<file path="config.mk">
export PLATFORM = sky130hd
export DESIGN_NAME = ring_seq_decoder
export DESIGN_NICKNAME = d
export VERILOG_FILES = /design/src/rtl/ring_dec_pkg.sv /design/src/rtl/onehot_to_bin.sv /design/src/rtl/ring_seq_decoder.sv
export SDC_FILE = /design/constraint.sdc
export NUM_CORES = 1
export LEC_CHECK = 0
export ABC_AREA = 1
export CAP_MARGIN = 20
export CORE_UTILIZATION = 49
export DETAILED_ROUTE_END_ITERATION = 16
export PLACE_DENSITY = 0.83
export SLEW_MARGIN = 0
export SYNTH_ARGS = -nofsm -noshare
export SYNTH_HDL_FRONTEND = slang
export SYNTH_SLANG_ARGS = --single-unit
</file>
<file path="constraint.sdc">
create_clock -name clk -period 1.7 [get_ports clk]
set_input_delay 0.17 -clock clk [delete_from_list [all_inputs] [get_ports clk]]
set_output_delay 0.17 -clock clk [all_outputs]
set_load 0.01 [all_outputs]
</file>
<file path="src/rtl/ring_dec_pkg.sv">
// Shared types and constants for the ring-counter sequence decoder.
package ring_dec_pkg;

  typedef enum logic [1:0] {
    HUNT   = 2'd0,
    ACQ    = 2'd1,
    LOCKED = 2'd2
  } state_t;

  localparam int unsigned ERRCNT_W = 8;
  // Wide enough for the largest legal lock threshold (15).
  localparam int unsigned CNT_W    = 4;

endpackage

</file>
<file path="src/rtl/onehot_to_bin.sv">
// Combinational one-hot to binary conversion with a strict one-hot flag
// (all-zero and multi-bit inputs are reported as not one-hot).
module onehot_to_bin #(
  parameter int unsigned WIDTH = 4
) (
  input  logic [WIDTH-1:0]         vec,
  output logic [$clog2(WIDTH)-1:0] bin_c,
  output logic                     is_onehot_c
);

  localparam int unsigned IDX_W = $clog2(WIDTH);

  logic seen;
  logic multi;

  // OR of set-bit positions is the exact index whenever only one bit is set.
  always_comb begin
    bin_c = '0;
    seen  = 1'b0;
    multi = 1'b0;
    for (int i = 0; i < int'(WIDTH); i++) begin
      if (vec[i]) begin
        multi = multi | seen;
        seen  = 1'b1;
        bin_c = bin_c | IDX_W'(i);
      end
    end
    is_onehot_c = seen & ~multi;
  end

endmodule

</file>
<file path="src/rtl/ring_seq_decoder.sv">
// Tracks a rotating one-hot ring counter: decodes its position, detects lock
// and sequence errors. Optional error counter enabled by RING_DEC_ERRCNT_EN.
module ring_seq_decoder
  import ring_dec_pkg::*;
#(
  parameter int unsigned WIDTH    = 4,
  parameter int unsigned LOCK_CNT = 3
) (
  input  logic                     clk,
  input  logic                     reset,
  input  logic                     sample_valid,
  input  logic [WIDTH-1:0]         ring_in,
  input  logic                     err_clr,
  output logic [$clog2(WIDTH)-1:0] index,
  output logic                     idx_valid,
  output logic                     locked,
  output logic                     seq_err,
  output logic [ERRCNT_W-1:0]      err_count
);

  localparam int unsigned IDX_W = $clog2(WIDTH);

  state_t             state, state_n;
  logic [WIDTH-1:0]   stored, stored_n;
  logic [CNT_W-1:0]   cnt, cnt_n, cnt_inc;
  logic [IDX_W-1:0]   index_n;
  logic               idx_valid_n;
  logic               locked_n;
  logic               seq_err_n;

  logic [IDX_W-1:0]   bin_c;
  logic               is_onehot_c;
  logic [WIDTH-1:0]   expected_c;
  logic               match_c;

  onehot_to_bin #(.WIDTH(WIDTH)) u_onehot_to_bin (
    .vec         (ring_in),
    .bin_c       (bin_c),
    .is_onehot_c (is_onehot_c)
  );

  assign expected_c = {stored[WIDTH-2:0], stored[WIDTH-1]};
  assign match_c    = (ring_in == expected_c);
  assign cnt_inc    = cnt + CNT_W'(1);

  // State and registered outputs.
  always_ff @(posedge clk) begin
    if (reset) begin
      state     <= HUNT;
      stored    <= '0;
      cnt       <= '0;
      index     <= '0;
      idx_valid <= 1'b0;
      locked    <= 1'b0;
      seq_err   <= 1'b0;
    end else begin
      state     <= state_n;
      stored    <= stored_n;
      cnt       <= cnt_n;
      index     <= index_n;
      idx_valid <= idx_valid_n;
      locked    <= locked_n;
      seq_err   <= seq_err_n;
    end
  end

  // Next-state and next-output decode.
  always_comb begin
    state_n     = state;
    stored_n    = stored;
    cnt_n       = cnt;
    index_n     = index;
    idx_valid_n = 1'b0;
    seq_err_n   = 1'b0;

    if (sample_valid) begin
      if (is_onehot_c) begin
        stored_n    = ring_in;
        index_n     = bin_c;
        idx_valid_n = 1'b1;
      end

      unique case (state)
        HUNT: begin
          if (is_onehot_c) begin
            state_n = ACQ;
            cnt_n   = '0;
          end
        end
        ACQ: begin
          if (match_c) begin
            cnt_n = cnt_inc;
            if (cnt_inc == CNT_W'(LOCK_CNT)) begin
              state_n = LOCKED;
            end
          end else if (is_onehot_c) begin
            seq_err_n = 1'b1;
            cnt_n     = '0;
          end else begin
            seq_err_n = 1'b1;
            state_n   = HUNT;
          end
        end
        LOCKED: begin
          if (!match_c) begin
            seq_err_n = 1'b1;
            state_n   = HUNT;
          end
        end
        default: state_n = HUNT;
      endcase
    end

    locked_n = (state_n == LOCKED);
  end

`ifdef RING_DEC_ERRCNT_EN
  // Saturating violation counter; clear wins over a coincident increment.
  always_ff @(posedge clk) begin
    if (reset) begin
      err_count <= '0;
    end else if (err_clr) begin
      err_count <= '0;
    end else if (seq_err_n && (err_count != {ERRCNT_W{1'b1}})) begin
      err_count <= err_count + ERRCNT_W'(1);
    end
  end
`else
  logic unused_err_clr;
  assign unused_err_clr = err_clr;
  assign err_count      = '0;
`endif

endmodule

</file>
* Yosys cells after proc, flatten, opt, wreduce, memory -nomap -nowiden
Cells that the tools add are included.
** Word-level totals
- Bits in registers :: 15
- Output and inout bits :: 13
- Logic and storage cells :: 48
** Cells by class
- Add/subtract/negate cells :: 1
- Equality and inequality tests :: 5
- Muxes and demuxes :: 22
- Bitwise operators :: 6
- Reduce and logical (&&, ||, !) cells :: 7
** Operators by type and width (count)
- two-way mux 2 bit :: 8
- two-way mux 1 bit :: 10
- two-way mux 4 bit :: 2
- case mux 4 bit (2 select lines) :: 1
- case mux 2 bit (3 select lines) :: 1
- adder 4 x 1 -> 4 bit, second input constant :: 1
- == test 2 bit, second input constant :: 2
- == test 4 x 2 -> 1 bit, second input constant :: 1
- == test 4 bit :: 1
- AND reduction 2 bit :: 2
- OR reduction 2 bit :: 2
- NOT 1 bit :: 3
- OR reduction 3 bit :: 1
- == test 2 x 1 -> 1 bit, second input constant :: 1
- zero test 2 bit :: 1
- OR 1 bit :: 2
- nonzero test 2 bit :: 1
- bitwise AND 1 bit :: 1

* Logic depth before layout (Yosys ltp)
Gate-level depths: netlist of run 1.
- Depth in word-level cells :: 13
- Gate-level depth with buffers :: 12
- Gate-level depth less buffers :: 12

* Modules after synthesis
A second synthesis of run 1 with hierarchy kept.
** Second synthesis, totals
- Cell total of the unflattened synthesis :: 140
- Area, all modules :: 940.9 um2
** By module, submodules not included
- ring_seq_decoder :: instances 1, cells each 126, area each 878.3 um2
- onehot_to_bin :: instances 1, cells each 14, area each 62.6 um2

* Worst setup path before layout of run 1
No wires, ideal clock.
- Kind :: register -> register
- From :: register cnt[1]
- To :: register state[0]
- Arrival :: 1.102 ns
- Data required time :: 1.568 ns
- Setup slack :: 0.466 ns
- Stages on the path, launching flop included :: 11
- Clock period less this slack :: 1.234 ns
- Cell sequence :: dfxtp_1 -> ha_1 -> inv_1 -> nand2_1 -> nand3_1 -> nor2_1 -> nand3_1 -> nand2_1 -> nand2_1 -> nand2_1 -> a21oi_1
** On the way
- Longest elaborated chain between the ends :: 6
** Ends and longest elaborated chain
- start: declaration :: line ring_seq_decoder.sv:25 : logic [CNT_W-1:0] cnt, cnt_n, cnt_inc;
- start signal: assignment :: line ring_seq_decoder.sv:59 : cnt <= cnt_n;
- adder 4 x 1 -> 4 bit :: line ring_seq_decoder.sv:44 : assign cnt_inc = cnt + CNT_W'(1);
- == test 4 x 2 -> 1 bit :: line ring_seq_decoder.sv:93 : if (cnt_inc == CNT_W'(LOCK_CNT)) begin
- two-way mux 2 bit :: line ring_seq_decoder.sv:93
- two-way mux 2 bit :: line ring_seq_decoder.sv:91 : if (match_c) begin
- case mux 2 bit (3 select lines) :: line ring_seq_decoder.sv:83 : unique case (state)
- two-way mux 2 bit :: line ring_seq_decoder.sv:76 : if (sample_valid) begin
- end signal: assignment :: line ring_seq_decoder.sv:57 : state <= state_n;
- end: declaration :: line ring_seq_decoder.sv:23 : state_t state, state_n;
No other way between the ends.
A chain may end at the register's enable or synchronous reset.

* Final worst setup path of run 1
- From :: input port ring_in[1]
- To :: register cnt[1]
** On the way
- Longest elaborated chain between the ends :: 10
- Elaborated cells on any way between the ends :: 14
** Ends and longest elaborated chain
- start: declaration :: line ring_seq_decoder.sv:12 : input logic [WIDTH-1:0] ring_in,
- two-way mux 1 bit :: line onehot_to_bin.sv:22 : if (vec[i]) begin
- OR 1 bit :: line onehot_to_bin.sv:23 : multi = multi | seen;
- two-way mux 1 bit :: line onehot_to_bin.sv:22
- OR 1 bit :: line onehot_to_bin.sv:23
- two-way mux 1 bit :: line onehot_to_bin.sv:22
- NOT 1 bit :: line onehot_to_bin.sv:28 : is_onehot_c = seen & ~multi;
- bitwise AND 1 bit :: line onehot_to_bin.sv:28
- two-way mux 4 bit
- two-way mux 4 bit :: line ring_seq_decoder.sv:91
- case mux 4 bit (2 select lines) * :: line ring_seq_decoder.sv:83
Mark *: on every way between the ends. The rest lies on a longest branch, timed or not.

==> metrics.md, run 1 <==
| Metric | Value |
|---|---|
| Met2 GRT Util | `0.3611` |
| Crit path from | `ring_in[1]` |
| Register area | `around 300 µm²` |
| Inst Count DP | `199` |
| Synth-to-Final Area Change | `21.03%` |
| Hold Fails Final Rpt | `0` |
| Max-cap violations | `0` |
| Avg Cell Area, Syn | `6.296 µm²` |
| Boundary Pins | `21` |
| Mapped Cells | `155` |
| Post-CTS sizing | `0` |
| Mux contribution to synthesized area | `0` |
| Fmax | `0.6757 GHz` |
| Setup Skew | `0.002137 ns` |
| Area of the multi-input gates | `544.3 µm²` |
| Flops & latches, synth | `15` |
| Total gr overflow | `0` |
| Core Area | `approximately 1800 µm²` |
| CTS tree | `built` |
| N_diodes | `0` |
| Vias in the first global route | `848` |
| Setup tns final | `0 ns` |
| Largest net degree at the start of global routing | `9` |
| GRT Max-Usage Layer | `met2` |
| Cts bufs inserted | `3` |
| Slowest library cell on the worst path | `clkdlybuf4s50_1` |
| # fillers | `around 160` |
| Largest family of logic cells by synthesized area | `simple AND/OR/NAND/NOR gates` |
| Post-layout util | `0.6556` |
| CP Capture Type | `register` |
| # nets final | `193` |
| Cell variety after synth | `21` |
| Reg2reg start | `cnt[1]$_SDFFE_PP0P_` |
| XOR/XNOR Fraction of Synth Area | `0.008974` |
| Clk slew on worst S/H paths | `0.09 ns` |
| Worst R2R Path Depth | `11` |
| Peak fanout along the critical path | `7` |
| Final wirelength | `1935 µm` |
| Pwr dens | `slightly above 600 nW/µm²` |
| Routed via count | `935` |
| Die Footprint | `around 2200 µm²` |
| Post-CTS Setup Inserts | `0` |
| Final ANT Viol Nets | `0` |
| Drt wl/cell | `9.532 µm` |
| Clock sinks | `15` |
| CTS Hold Buffers Added | `0` |
| Most frequent cells in the layout | `54 x nand2_1, 20 x inv_1, 15 x dfxtp_1` |
| Mapped cell area | `975.9 µm²` |
| Synth Area in Adders | `0.07692` |
| Rows | `15` |
| Met1 GRT Util | `0.2712` |
| Clock root buffer | `clkbuf_4` |
| Die Height | `46.63 µm` |
| R2R Setup Slk | `0.26 ns` |
| Post-synthesis compound-gate area fraction | `0.08974` |
| Grt met3 use | `0.03922` |
| Outcome | `complete, no violations` |
| Drt pass-1 iters | `4` |
| Worst hold path class | `register to register` |
| First-pass GRT wire length | `3387 µm` |
| Startpoint Class | `input pin` |
| Worst Setup EP | `cnt[1]$_SDFFE_PP0P_` |
| Critical path class | `input pin to register` |
| H-tree depth | `1` |
| DRT iter0 DRCs | `18` |
| Cell Chain, Critical Path | `clkdlybuf4s50_1, inv_2, nand2_1, nand2_1, nor2_2, nand2_1, nor2_2, nand2_2, or2_0, a21oi_1` |
| Total GRT Usage | `0.2178` |
| Clk buf depth | `2` |
| Syn. warnings | `0` |
| Hpwl dp | `1606 µm` |
| Clk_lat worst skew | `0.28 ns` |
| Non-Filler Instances | `203` |
| Initial antenna violation count | `0` |
| Most common cell after layout, fill and taps aside | `nand2_1` |
| Critical path's most frequent cell | `nand2_1` |
| Reg-to-Reg End | `locked$_SDFF_PP0_` |
| Simple-gate portion of the synthesized area | `0.3513` |
| Max incr delay on CP | `approximately 0.59 ns` |
| Routed vias/inst | `4.606` |
| Fraction of layout cells with a size suffix above 1 | `0.1292` |
| WP data arrival | `1.70 ns` |
| Pins Over Slew Limit | `0` |
| # setup viols final | `0` |
| Sequential fraction of the synthesis area | `0.3077` |
| RSZ-0062 raised after global routing | `no` |
| Final worst slack | `0.2201 ns` |
| Final min period | `1.480 ns` |
| Worst hold slack | `0.4852 ns` |
| Dpl ws | `-0.05770 ns` |
| I/O Buffers | `11` |
| Critical Path RT | `about 1.9 ns` |
| Die X | `46.63 µm` |
| Initial Util | `0.5417` |
| Total leakage power | `0.0005722 µW` |
| Peak VDD IR | `between 0.0004 and 0.0005 V` |
| DR DRC count | `0` |
| Period utilization | `0.8705` |
| Routability congestion estimate from global placement | `0.8759` |
## worst min path at each step
stage,cells after the start,to,slack (ns),startpoint
after floorplan,2,seq_err$_SDFF_PP0_,0.32,sample_valid
after global placement,2,index[1]$_SDFFE_PP0P_,0.46,index[1]$_SDFFE_PP0P_
after detailed placement,2,stored[1]$_SDFFE_PP0P_,0.48,stored[1]$_SDFFE_PP0P_
after CTS,2,stored[1]$_SDFFE_PP0P_,0.49,stored[1]$_SDFFE_PP0P_
after global routing,2,stored[1]$_SDFFE_PP0P_,0.52,stored[1]$_SDFFE_PP0P_
final,2,index[1]$_SDFFE_PP0P_,0.49,index[1]$_SDFFE_PP0P_
## synthesized netlist by cell type (all sizes together)
cell / count / area, µm²
o21ai: 3 / 15.01
conb: 1 / 3.750
a21o: 1 / 8.760
dfxtp: 15 / 300.3
nand4: 1 / 6.260
nand2: 55 / 209.0
clkbuf: 1 / 3.750
nor2: 13 / 61.31
buf: 8 / 60.06
inv: 25 / 93.84
xnor2: 1 / 8.760
a21oi: 10 / 50.05
a21boi: 1 / 7.510
or2: 1 / 6.260
ha: 6 / 75.07
a31oi: 1 / 6.260
nand3: 12 / 60.06
## critical path: cells and delay by family
family	cells	cell delay, ns
simple gates	7	0.75
compound gates	1	0.12
buf+inv	2	0.66
## flip-flops by register name, summed over array words and instances, names as in the netlist
name / cells
cnt: 4
idx_valid: 1
index: 2
locked: 1
seq_err: 1
state: 2
stored: 4
## final cells by class
cell class,instances,share of cell area
timing repair buffer,21,0.1568
inverter,25,0.07945
multi-input combinational,113,0.4608
tap,25,0.02648
clock buffer,4,0.02225
sequential,15,0.2542
## power by group
part	switching, µW	internal, µW	total [µW]	leakage (µW)
logic	83.2	66.8	150	0.000436
registers	8.91	362	371	0.000122
clock network	116	91.1	207	0.0000150
## routing by layer
metal  part of all wire  wire length [µm]
met1               0.48               937
met2               0.47               909
met3              0.038                74
met4             0.0067                13
met5                  0                 0
## kinds of logic (layout without fill, tap and decap cells)
logic type | after synthesis | after routing
simple gates | 82 | 82
buf+inv | 34 | 50
compound gates | 16 | 16
flops | 15 | 15
fa+ha+maj | 6 | 6
other cells | 1 | 8
xor+xnor | 1 | 1
## per-stage QoR
stage,area (µm²),power [µW]
final,1181,728.1
after CTS,1181,733.9
after floorplan,1002,475.5
after detailed placement,1155,528.4
after global routing,1181,767.7
after global placement,1155,522.4
(Power assumes the default switching activity.)
==> run 2, diff against run 1 <==
--- a/config.mk
+++ b/config.mk
@@ -9,7 +9,7 @@
 export CAP_MARGIN = 20
 export CORE_UTILIZATION = 49
 export DETAILED_ROUTE_END_ITERATION = 16
-export PLACE_DENSITY = 0.83
+export PLACE_DENSITY = 0.89
 export SLEW_MARGIN = 0
 export SYNTH_ARGS = -nofsm -noshare
 export SYNTH_HDL_FRONTEND = slang
==> run 2 against run 1 <==
Compared with the run above:
- combinational power is essentially flat
- non-clock buffer count is the same
- routed wire length grew 2.1%
- first-iteration DRC count grew 17%
- final area is the same
- cell count is the same
- largest power group unchanged
- global-route usage shrank 0.54 points
- clock power is essentially flat
- critical path depth is the same
==> metrics.md, run 2 (same netlist as run 1, synthesis figures left out) <==
| Metric | Value |
|---|---|
| Final wirelength | `1975 µm (was 1935 µm)` |
| Max incr delay on CP | `0.59 ns (about the same)` |
| # nets final | `193 (unchanged)` |
| Initial Util | `0.5417 (unchanged)` |
| Routability congestion estimate from global placement | `0.8087 (was 0.8759)` |
| CTS Hold Buffers Added | `0 (unchanged)` |
| Clk slew on worst S/H paths | `0.08 ns (was 0.09 ns)` |
| Buffers & Inverters on Critical Path | `3 (was 2)` |
| Drt wl/cell | `9.729 µm (was 9.532 µm)` |
| Total leakage power | `0.0005720 µW (was 0.0005722 µW)` |
| Initial antenna violation count | `0 (unchanged)` |
| Post-CTS Setup Inserts | `0 (unchanged)` |
| First-pass GRT wire length | `3277 µm (was 3387 µm)` |
| Final ANT Viol Nets | `0 (unchanged)` |
| Boundary Pins | `21 (unchanged)` |
| WP data arrival | `1.75 ns (was 1.70 ns)` |
| Max-cap violations | `0 (unchanged)` |
| Period utilization | `0.9232 (was 0.8705)` |
| Total gr overflow | `0 (unchanged)` |
| Fraction of layout cells with a size suffix above 1 | `0.1292 (unchanged)` |
| CTS tree | `built (unchanged)` |
| Setup Skew | `0.004784 ns (was 0.002137 ns)` |
| Slowest library cell on the worst path | `clkdlybuf4s50_1 (unchanged)` |
| Most frequent cells in the layout | `54 x nand2_1, 20 x inv_1, 15 x dfxtp_1 (unchanged)` |
| RSZ-0062 raised after global routing | `no (unchanged)` |
| Worst hold path class | `register to register (unchanged)` |
| Clk buf depth | `2 (unchanged)` |
| H-tree depth | `1 (unchanged)` |
| Fmax | `0.6372 GHz (was 0.6757 GHz)` |
| Final min period | `1.569 ns (was 1.480 ns)` |
| Die Height | `46.63 µm (unchanged)` |
| Total power | `730.5 µW (was 728.1 µW)` |
| # fillers | `172 (was 163)` |
| Clock root buffer | `clkbuf_4 (unchanged)` |
| DR DRC count | `0 (unchanged)` |
| Post-CTS sizing | `0 (unchanged)` |
| Most common cell after layout, fill and taps aside | `nand2_1 (unchanged)` |
| Startpoint Class | `input pin (unchanged)` |
| N_diodes | `0 (unchanged)` |
| Core Area | `1802 µm² (unchanged)` |
| CP Capture Type | `register (unchanged)` |
| Die X | `46.63 µm (unchanged)` |
| Total GRT Usage | `0.2123 (was 0.2178)` |
| Pwr dens | `618.5 nW/µm² (was 616.5 nW/µm²)` |
| Vias in the first global route | `844 (was 848)` |
| Fin area | `1181 µm² (unchanged)` |
| DRT iter0 DRCs | `21 (was 18)` |
| Worst hold slack | `0.4695 ns (was 0.4852 ns)` |
| Critical Path RT | `1.88 ns (was 1.92 ns)` |
| Cell area after placement | `1155 µm² (unchanged)` |
| Critical path class | `input pin to register (unchanged)` |
| Clock sinks | `15 (unchanged)` |
| Clk_lat worst skew | `0.29 ns (was 0.28 ns)` |
| Largest regs | `cnt x4, stored x4 (unchanged)` |
| Peak fanout along the critical path | `6 (was 7)` |
| Peak VDD IR | `0.0005437 V (was 0.0004983 V)` |
| Pins Over Slew Limit | `0 (unchanged)` |
| Hold Fails Final Rpt | `0 (unchanged)` |
| Hpwl dp | `1563 µm (was 1606 µm)` |
| Largest net degree at the start of global routing | `10 (was 9)` |
| # setup viols final | `0 (unchanged)` |
| I/O Buffers | `11 (unchanged)` |
| Routed vias/inst | `4.768 (was 4.606)` |
| Rows | `15 (unchanged)` |
| Cts bufs inserted | `3 (unchanged)` |
| Die Footprint | `2174 µm² (unchanged)` |
| Crit-path leading delay family | `buffers and inverters (was simple AND/OR/NAND/NOR gates)` |
| Routed via count | `968 (was 935)` |
| Drt pass-1 iters | `4 (unchanged)` |
| Outcome | `complete, no violations (unchanged)` |
| Synth-to-Final Area Change | `21.03% (unchanged)` |
| Cell Chain, Critical Path | `clkdlybuf4s50_1, nor2_1, inv_1, nand3_1, nand2_1, inv_2, nor2_4, nand2_1, a21oi_1, nor2_1 (was clkdlybuf4s50_1, inv_2, nand2_1, nand2_1, nor2_2, nand2_1, nor2_2, nand2_2, or2_0, a21oi_1)` |
[run 2: cell counts in the layout (fill, tap and decap cells not counted)]
No cell type changed its count.
[run 2: final timing paths]
path	cells after the start	from	slack, ns	to
setup reg to reg	9	stored[2]$_SDFFE_PP0P_	0.28	cnt[1]$_SDFFE_PP0P_
hold / removal	2	index[1]$_SDFFE_PP0P_	0.47	index[1]$_SDFFE_PP0P_
hold reg to reg	2	index[1]$_SDFFE_PP0P_	0.47	index[1]$_SDFFE_PP0P_
setup / recovery	10	ring_in[3]	0.13	cnt[0]$_SDFFE_PP0P_
[run 2: through the flow]
| step | setup TNS (ns) | utilization | worst slack [ns] | instances |
|---|---|---|---|---|
| floorplan | 0 | - | 0.4656 | 162 |
| global placement | -0.08966 | 0.6410 | -0.05891 | 199 |
| detailed placement | -0.6750 | 0.6410 | -0.1658 | 199 |
| CTS | 0 | 0.6556 | 0.1370 | 203 |
| global route | 0 | 0.6556 | 0.001702 | 203 |
| finish | 0 | 0.6556 | 0.1305 | 203 |
[run 2: routing by layer]
metal,GRT usage,share of wire
met3,0.03137,0.031
met1,0.2506,0.46
met2,0.3694,0.49
met4,0.1029,0.016
met5,0,0
[run 2: worst reg2reg max path, cell delays in order (launching register included)]
cell and delay [ns]:
dfxtp_1 0.41, inv_1 0.06, nand2_1 0.05, nand2_1 0.05, nor2_1 0.14, nand2_1 0.09
nor2_2 0.12, nand2_2 0.11, or2_0 0.21, a21oi_1 0.11
[run 2: area by class of cell]
class / instances / area [µm²] / area share
multi-input combinational: 113 / 544.3 / 0.4608
inverter: 25 / 93.84 / 0.07945
timing repair buffer: 21 / 185.2 / 0.1568
sequential: 15 / 300.3 / 0.2542
tap: 25 / 31.28 / 0.02648
clock buffer: 4 / 26.28 / 0.02225
[run 2: report_power, final]
group | internal [µW] | switching (µW)
sequential | 362 | 9.07
combinational | 66.6 | 84.4
clock | 91.3 | 117
==> run 3, diff against run 2 <==
--- a/config.mk
+++ b/config.mk
@@ -7,9 +7,9 @@
 export LEC_CHECK = 0
 export ABC_AREA = 1
 export CAP_MARGIN = 20
-export CORE_UTILIZATION = 49
+export CORE_UTILIZATION = 44
 export DETAILED_ROUTE_END_ITERATION = 16
-export PLACE_DENSITY = 0.89
+export PLACE_DENSITY = 0.86
 export SLEW_MARGIN = 0
 export SYNTH_ARGS = -nofsm -noshare
 export SYNTH_HDL_FRONTEND = slang
==> constraint.sdc (replaced) <==
create_clock -name clk -period 1.42 [get_ports clk]
set_input_delay 0.142 -clock clk [delete_from_list [all_inputs] [get_ports clk]]
set_output_delay 0.142 -clock clk [all_outputs]
set_load 0.01 [all_outputs]
==> run 3 against run 2 <==
Compared with the run above:
- clock-buffer cell count decreased by 1
- register-to-register slack lost 0.26 ns
- routed wire length rose by 14%
- non-clock buffer count is 7 higher
- cell count up 4.4%
- global-route usage fell by 2.8 points
- die area up 11%
- total power increased by 22%
- sequential share of layout area decreased by 1.6 points
- clock skew grew 0.0048 ns
- setup slack worse by 0.11 ns
- largest power group unchanged
==> metrics.md, run 3 (same netlist as run 1, synthesis figures left out) <==
| Metric | Value |
|---|---|
| Clk_lat worst skew | `0.29 ns (about the same)` |
| Most frequent cells in the layout | `51 x nand2_1, 17 x inv_1, 16 x buf_4 (was 54 x nand2_1, 20 x inv_1, 15 x dfxtp_1)` |
| CP Capture Type | `register (unchanged)` |
| Period utilization | `0.9872` |
| Fin area | `1333 µm² (was 1181 µm²)` |
| Initial Util | `0.4827 (was 0.5417)` |
| Routed vias/inst | `4.722 (was 4.768)` |
| Routability congestion estimate from global placement | `0.8770 (was 0.8087)` |
| Inst Count DP | `203 (was 199)` |
| Die Footprint | `2410 µm² (was 2174 µm²)` |
| RSZ-0062 raised after global routing | `yes (was no)` |
| Largest regs | `cnt x4, stored x4 (unchanged)` |
| I/O Buffers | `11 (unchanged)` |
| Hpwl dp | `1677 µm (was 1563 µm)` |
| Setup Skew | `0.009625 ns (was 0.004784 ns)` |
| Initial antenna violation count | `0 (unchanged)` |
| Critical path class | `register to register (was input pin to register)` |
| Clk buf depth | `2 (unchanged)` |
| Total GRT Usage | `0.1843 (was 0.2123)` |
| CTS Hold Buffers Added | `0 (unchanged)` |
| Reg2reg start | `stored[0]$_SDFFE_PP0P_ (was stored[2]$_SDFFE_PP0P_)` |
| Outcome | `complete, no violations (unchanged)` |
| Largest net degree at the start of global routing | `10 (unchanged)` |
| Clock sinks | `15 (unchanged)` |
| Pins Over Slew Limit | `0 (unchanged)` |
| Hold Fails Final Rpt | `0 (unchanged)` |
| Die Height | `49.10 µm (was 46.63 µm)` |
| # nets final | `200 (was 193)` |
| Clock root buffer | `clkbuf_4 (unchanged)` |
| Fmax | `between 0.7 and 0.8 GHz` |
| Total gr overflow | `0 (unchanged)` |
| H-tree depth | `1 (unchanged)` |
| Crit-path leading delay family | `simple AND/OR/NAND/NOR gates (was buffers and inverters)` |
| Dpl ws | `-0.3341 ns (was -0.1658 ns)` |
| Max incr delay on CP | `0.36 ns (was 0.59 ns)` |
| CTS tree | `built (unchanged)` |
| Cts bufs inserted | `3 (unchanged)` |
| Reg-to-Reg End | `cnt[2]$_SDFFE_PP0P_ (was cnt[1]$_SDFFE_PP0P_)` |
| Slowest library cell on the worst path | `dfxtp_2 (was clkdlybuf4s50_1)` |
| Core Area | `2022 µm² (was 1802 µm²)` |
| Cell area after placement | `1185 µm² (was 1155 µm²)` |
| Drt pass-1 iters | `4 (unchanged)` |
| Clk slew on worst S/H paths | `0.10 ns (was 0.08 ns)` |
| Fraction of layout cells with a size suffix above 1 | `0.3081 (was 0.1292)` |
| Drt wl/cell | `10.62 µm (was 9.729 µm)` |
| DRT iter0 DRCs | `20 (was 21)` |
| R2R Setup Slk | `0.02 ns (was 0.28 ns)` |
| Final ANT Viol Nets | `0 (unchanged)` |
| Final min period | `1.402 ns` |
| Worst R2R Path Depth | `9 (unchanged)` |
| Final wirelength | `2252 µm (was 1975 µm)` |
| Setup tns final | `0 ns (unchanged)` |
| Peak VDD IR | `0.0004925 V (was 0.0005437 V)` |
| Pwr dens | `667.3 nW/µm² (was 618.5 nW/µm²)` |
| Crit path from | `stored[0]$_SDFFE_PP0P_ (was ring_in[3])` |
| Vias in the first global route | `915 (was 844)` |
| First-pass GRT wire length | `3477 µm (was 3277 µm)` |
| Critical path's most frequent cell | `nand2_1` |
| Die X | `49.10 µm (was 46.63 µm)` |
| Worst hold path class | `input pin to register (was register to register)` |
| Critical path depth in cells | `9 (was 10)` |
| Max-cap violations | `0 (unchanged)` |
| Final worst slack | `0.01822 ns (was 0.1305 ns)` |
| # setup viols final | `0 (unchanged)` |
| WP data arrival | `1.62 ns (was 1.75 ns)` |
| N_diodes | `0 (unchanged)` |
| Most common cell after layout, fill and taps aside | `nand2_1 (unchanged)` |
| WHS Path Cells | `3 (was 2)` |
| Hold Path Origin | `ring_in[3] (was index[1]$_SDFFE_PP0P_)` |
| Synth-to-Final Area Change | `36.54% (was 21.03%)` |
| Peak fanout along the critical path | `6 (unchanged)` |
| Non-Filler Instances | `212 (was 203)` |
| Buffers & Inverters on Critical Path | `1 (was 3)` |
| DR DRC count | `0 (unchanged)` |
| Startpoint Class | `register (was input pin)` |
| Total power | `889.2 µW (was 730.5 µW)` |
| Hold worst-path end | `stored[3]$_SDFFE_PP0P_ (was index[1]$_SDFFE_PP0P_)` |
| Critical Path RT | `1.64 ns (was 1.88 ns)` |
| Boundary Pins | `21 (unchanged)` |
| Routed via count | `1,001 (was 968)` |
| Cell Chain, Critical Path | `inv_2, nand2_1, nand2_1, nor2_2, nand2_1, nor2_2, nand2_2, a21o_2, a21oi_2 (was clkdlybuf4s50_1, nor2_1, inv_1, nand3_1, nand2_1, inv_2, nor2_4, nand2_1, a21oi_1, nor2_1)` |
| # fillers | `161 (was 172)` |
| Rows | `16 (was 15)` |
| Total leakage power | `0.0006292 µW (was 0.0005720 µW)` |
run 3: changes by cell type in the layout (fill, tap and decap cells not counted), moves of 4 or more:
cell	previous run	this run
dfxtp_1	15	7
buf_4	10	16
dfxtp_2	0	5
clkdlybuf4s50_1	11	7
nand3_1	12	8
nand3_2	0	4
nor2_1	10	6
run 3: per-layer routing:
metal,vias to the layer above,track usage,wire length (µm)
li1,522,-,-
met1,454,0.2133,1027
met2,21,0.3333,1141
met3,4,0.02804,53
met4,0,0.07353,29
met5,-,0,0
run 3: repair_timing:
| action | 4_1_cts | 5_1_grt |
|---|---|---|
| pin swaps | 0 | 8 |
| endpoints found under the setup margin | 4 | 13 |
| buffers inserted | 0 | 5 |
| resized for setup | 7 | 28 |
run 3: stage by stage:
stage / hold slack, ns / utilization
finish: 0.2719 / 0.6590
global route: 0.2740 / 0.6590
CTS: 0.3213 / 0.6009
detailed placement: 0.4588 / 0.5860
global placement: 0.4618 / 0.5860
floorplan: 0.2894 / -
run 3: how the worst max path moves through the flow:
stage	end	slack [ns]
3_3_place_gp	cnt[1]$_SDFFE_PP0P_	-0.30
4_1_cts	cnt[1]$_SDFFE_PP0P_	0.0009
6_report	cnt[2]$_SDFFE_PP0P_	0.02
3_5_place_dp	cnt[2]$_SDFFE_PP0P_	-0.33
5_1_grt	cnt[1]$_SDFFE_PP0P_	-0.07
2_1_floorplan	state[0]$_SDFF_PP0_	0.19
run 3: power breakdown:
group	leakage, µW	internal, µW	switching [µW]
registers	0.000126	431	11.2
logic	0.000485	90.5	111
clock network	0.0000177	105	141
run 3: worst register-to-register path: cells and delay by family (launching register included):
| family | cells | cell delay [ns] |
|---|---|---|
| and+or+nand+nor | 6 | 0.59 |
| DFF | 1 | 0.36 |
| AOI/OAI and AO/OA | 2 | 0.35 |
| buffers and inverters | 1 | 0.04 |
run 3: layout make-up:
class	instances	area, µm²	area share
clock buffers	3	22.52	0.01690
clock inverters	1	5.005	0.003756
inverters	25	93.84	0.07042
multi-input cells	113	610.6	0.4582
flip-flops and latches	15	317.8	0.2385
well taps	27	33.78	0.02535
repair buffers	28	249.0	0.1869
